$ cat src/rtl/hdlc_field_sequencer.sv
// HDLC field sequencer. It drives a registered byte-select in direct mode, and in
// sequence mode it streams a snapshot of the first seq_len fields over valid/ready.
module hdlc_field_sequencer #(
  parameter int DATA_W = 8,
  parameter int NUM_IN = 32,
  parameter int SEL_W  = $clog2(NUM_IN)
) (
  input  logic                     clk,
  input  logic                     rst,
  input  logic [NUM_IN*DATA_W-1:0] in_data,
  input  logic                     mode,
  input  logic [SEL_W-1:0]         sel,
  input  logic                     start,
  input  logic [SEL_W:0]           seq_len,
  output logic [DATA_W-1:0]        out_data,
  output logic                     out_valid,
  input  logic                     out_ready,
  output logic                     out_last,
  output logic                     busy,
  output logic                     err_len
);

  localparam logic [0:0]     IDLE     = 1'b0;
  localparam logic [0:0]     SEND     = 1'b1;
  localparam logic [SEL_W:0] NUM_IN_W = (SEL_W+1)'(NUM_IN);

  logic [NUM_IN-1:0][DATA_W-1:0] fields, shadow;
  logic [0:0]       state;
  logic [SEL_W-1:0] idx, idx_nx;
  logic [SEL_W:0]   len_r;
  logic             sel_ok, len_ok, fire, last_nx;

  assign fields  = in_data;
  assign sel_ok  = ({1'b0, sel} < NUM_IN_W);
  assign len_ok  = (seq_len != '0) && (seq_len <= NUM_IN_W);
  assign fire    = out_valid & out_ready;
  assign idx_nx  = idx + SEL_W'(1);
  // The beat that follows is the final one when idx+1 == len_r-1.
  assign last_nx = (({1'b0, idx} + (SEL_W+1)'(2)) == len_r);
  assign busy    = (state == SEND);

  always_ff @(posedge clk or posedge rst) begin
    if (rst) begin
      state     <= IDLE;
      shadow    <= '0;
      idx       <= '0;
      len_r     <= '0;
      out_data  <= '0;
      out_valid <= 1'b0;
      out_last  <= 1'b0;
      err_len   <= 1'b0;
    end else begin
      err_len <= 1'b0;
      case (state)
        IDLE: begin
          if (!mode) begin
            out_data <= sel_ok ? fields[sel] : '0;
          end else if (start) begin
            if (len_ok) begin
              shadow    <= fields;
              len_r     <= seq_len;
              idx       <= '0;
              out_data  <= fields[0];
              out_valid <= 1'b1;
              out_last  <= (seq_len == (SEL_W+1)'(1));
              state     <= SEND;
            end else begin
              err_len <= 1'b1;
            end
          end
        end
        default: begin
          // The final beat keeps its data on the bus after it is accepted.
          if (fire) begin
            if (out_last) begin
              out_valid <= 1'b0;
              out_last  <= 1'b0;
              state     <= IDLE;
            end else begin
              idx      <= idx_nx;
              out_data <= shadow[idx_nx];
              out_last <= last_nx;
            end
          end
        end
      endcase
    end
  end

endmodule

$ cat config.mk
export PLATFORM = sky130hd
export DESIGN_NAME = hdlc_field_sequencer
export DESIGN_NICKNAME = d
export VERILOG_FILES = /design/src/rtl/hdlc_field_sequencer.sv
export SDC_FILE = /design/constraint.sdc
export NUM_CORES = 1
export LEC_CHECK = 0
export CORE_MARGIN = 2
export CORE_UTILIZATION = 40
export CTS_CLUSTER_SIZE = 40
export DETAILED_ROUTE_END_ITERATION = 8
export GPL_ROUTABILITY_DRIVEN = 0
export PLACE_DENSITY = 0.75
export SLEW_MARGIN = 40
export SYNTH_ARGS = -nofsm -noshare
export SYNTH_HDL_FRONTEND = slang
export SYNTH_SLANG_ARGS = --single-unit
$ cat constraint.sdc
create_clock -name clk -period 9.6 [get_ports clk]
set_input_delay 1.92 -clock clk [delete_from_list [all_inputs] [get_ports clk]]
set_output_delay 1.92 -clock clk [all_outputs]
set_load 0.02 [all_outputs]
==> results.toml <==
[timing]
maxSlewHeadroom_pct = 46.1
layout_setup_ws_ns = 4.97
fin_hold_ws_ns = 0.500
fin_crit_sh_pct = 48.2
unrepaired_setup_endpoints_after_global_routing = "false"
report.final.hold_viol_count = 0
finalCriticalPeriod_ns = 4.63
setup_viol_count_final = 0
highest_achievable_clock_rate_mhz = 216
finalSetupTns_ns = 0
slew_viol_final = 0
fin_worst_skew_ns = 0.0109
worst_slew_pin_slew_ns = 0.805

[synth]
ys_seq_elements = 279
distinct_cell_type_count_after_synthesis = 53
seq_total_area_yosys_pct = 46.2
synthFlopType = "dfrtp_1"
synth_async_sr_flop_share_pct = 100
synth_top_area_share_pct = 46.2
yosys_warnings = 0
syn_nets = 1371
synth_area_um2 = 15100
synth_top_cell_by_area = "dfrtp_1"
syn_inst = 1097
netlist_top_cells_area = "dfrtp_1, mux2_2, mux4_2"
synth_area_per_cell_um2 = 13.8
synth_edf_count = 0

[routing]
vias = 10856
detailedRoute.firstIterationViolations = 764
route.detailed.wl_per_inst_um = 25.1
wirelength_routed_mm = 47.4
drcViolationCount = 0
postRouteAntennaNets = 0
via_per_inst = 5.75
drt_first_pass_iters = 5

[grt]
global_route.overflow_total = 0
global_route.peak_usage_layer = "met2"
antenna_found_initial = 0
grt.met1_usage_pct = 33.0
grt_first_pass_wirelength_mm = 70.5
use_met3_pct = 3.76
grt_start_max_net_pins = 148
first_global_vias = 11320
groute.usage.overall_pct = 24.0
gr-usage-met2_pct = 39.4

[critical_path]
cp_data_required_time_ns = 10.05
worst-r2r-cell-count = 8
critPathArrivalTime_ns = 5.08
timing.critical_path.fanout_max = 98
regToRegSetupSlack_ns = 5.68
worst_r2r_startpoint = "idx[0]"
criticalPathCategory = "in2reg"
crit-reg2reg-capture = "out_data[0]"
cp-start-kind = "input port"
critical_path.endpoint_type = "register"

[cts]
worst_skew_pair.late_latency_ns = 0.57
clkTransAtPathRegs_ns = 0.06
htree_levels = 1
cts_tree = "built"
post_cts_resize_count = 0
clock-root-buffer = "clkbuf_16"
post_cts_buffers = 0
cts_sinks = 279
cts_buffers = 31
ctsHoldBuffers = 0
clock_path_buffers = 3

[placement]
placement.io_buffers = 283
detailedPlacementHpwl_mm = 34.1
placedCellCount = 1831
placement.setup.worst_slack_ns = 4.56
postPlaceCellArea_um2 = 18300

[layout]
syn2layout_area_growth_pct = 27.9
postLayoutCellArea_um2 = 19300
fin_cells = 1889
final_layout_size_suffix_gt1_share_pct = 32.6
fin_nets = 1628

[power_and_ir_drop]
pwr_density_cell_nw_per_um2 = 299
peakVddDrop_mv = 0.183
p_leak_nw = 7.71

[die]
floorplan.io_pins = 284
initial_utilization_pct = 40.3
core_um2 = 37500
fp.dieH_um = 198
core.rowCount = 71
die_area_um2 = 39400
chipWidth_um = 198

[min_path]
hp-class = "reg2reg"
min_path_cells = 1
timing.hold.worst_endpoint = "shadow[70]"
startpoint_of_the_lowest_slack_hold_path = "shadow[70]"

[flow_run]
timing.max_cap.violations = 0

[run_status]
status = "completed"
==> registers in the layout, indices dropped and copies added (netlist names) <==
register,count
shadow,256
out_data,8
len_r,6
idx,5
busy,1
err_len,1
out_last,1
out_valid,1
==> power breakdown <==
part | internal (mW) | switching [mW] | total [mW] | leakage, nW
Sequential | 1.76 | 0.353 | 2.11 | 3.37
Combinational | 1.29 | 1.21 | 2.49 | 3.84
Clock | 0.685 | 0.493 | 1.18 | 0.496
==> final cells by class <==
type                       instances  area, µm²
fill                            3193      18100
multi-input combinational        733       7640
sequential                       279       6980
timing repair buffer             304       3060
clock buffer                      46        922
tap                              511        639
clock inverter                     9       76.3
inverter                           5       22.5
antenna                            2       5.00
==> worst max path at each step <==
stage | from | end | slack [ns]
final | seq_len[4] | shadow[26] | 4.97
after global routing | seq_len[4] | shadow[26] | 4.94
after CTS | seq_len[4] | shadow[26] | 5.13
after detailed placement | seq_len[4] | shadow[14] | 4.56
after global placement | sel[1] | out_data[5] | 4.68
after floorplan | rst | busy | 3.99
==> synthesized netlist by cell type, types with 2 or more instances <==
cell,n
dfrtp_1,279
mux2_2,275
nand2_1,89
mux4_2,88
mux2i_1,45
a21oi_1,29
nand3_1,29
buf_2,28
nor2_1,26
buf_6,23
clkbuf_1,20
nor2b_1,12
a32oi_1,11
o21ai_0,11
a22oi_1,10
nand4_1,10
mux4_1,9
nor3_1,8
o22ai_1,8
xnor2_1,8
a211oi_1,7
buf_4,7
o32a_1,6
and2_1,4
nor4_1,4
o2111ai_1,4
a31oi_1,3
inv_1,3
nand2b_1,3
o311ai_0,3
o32ai_1,3
xor2_1,3
a2111oi_0,2
a21o_1,2
and3_1,2
buf_1,2
clkinv_1,2
ha_1,2
mux4_4,2
o211ai_1,2
==> worst max-delay path, stage by stage <==
cell and delay, ns:
clkdlybuf4s50_1 0.42, or4_1 0.55, nor2_1 0.13, xnor2_1 0.29
and3_4 0.32, buf_12 0.39, buf_16 0.40, mux2_2 0.41
==> layer usage <==
| layer | share of wire (%) | wire, µm |
|---|---|---|
| met2 | 48 | 22700 |
| met5 | 0 | 0 |
| met4 | 3.2 | 1520 |
| met3 | 6.9 | 3280 |
| met1 | 42 | 19900 |
==> cell usage in the layout, fill, tap and decap left out, types with 7 or more instances in the layout <==
| cell | netlist | layout |
|---|---|---|
| clkdlybuf4s50_1 | 0 | 280 |
| dfrtp_1 | 279 | 278 |
| mux2_2 | 275 | 275 |
| nand2_1 | 89 | 89 |
| mux4_2 | 88 | 88 |
| mux2i_1 | 45 | 45 |
| clkbuf_16 | 0 | 31 |
| a21oi_1 | 29 | 29 |
| nand3_1 | 29 | 29 |
| nor2_1 | 26 | 26 |
| buf_4 | 7 | 14 |
| nor2b_1 | 12 | 12 |
| a32oi_1 | 11 | 11 |
| o21ai_0 | 11 | 10 |
| nand4_1 | 10 | 10 |
| a22oi_1 | 10 | 10 |
| mux4_1 | 9 | 9 |
| clkbuf_8 | 0 | 9 |
| o22ai_1 | 8 | 8 |
| nor3_1 | 8 | 8 |
| a211oi_1 | 7 | 7 |
==> logic make-up (layout without fill, tap and decap cells) <==
family | Yosys count | after routing | synth area share, %
AO/OA/AOI/OAI | 106 | 106 | 4.85
XOR/XNOR | 12 | 12 | 0.819
adder cells (fa/ha/maj) | 2 | 2 | 0.165
buffers and inverters | 85 | 364 | 3.66
flip-flops | 279 | 279 | 46.2
multiplexers | 419 | 419 | 38.5
other | 0 | 2 | 0
AND/OR/NAND/NOR | 194 | 194 | 5.89
==> per-stage QoR <==
step / utilization [%] / power, mW
5_1_grt: 51.6 / 6.09
3_3_place_gp: 48.7 / 4.50
2_1_floorplan: - / 3.77
3_5_place_dp: 48.8 / 4.60
6_report: 51.6 / 5.78
4_1_cts: 51.5 / 5.79
(Power assumes the default switching activity.)
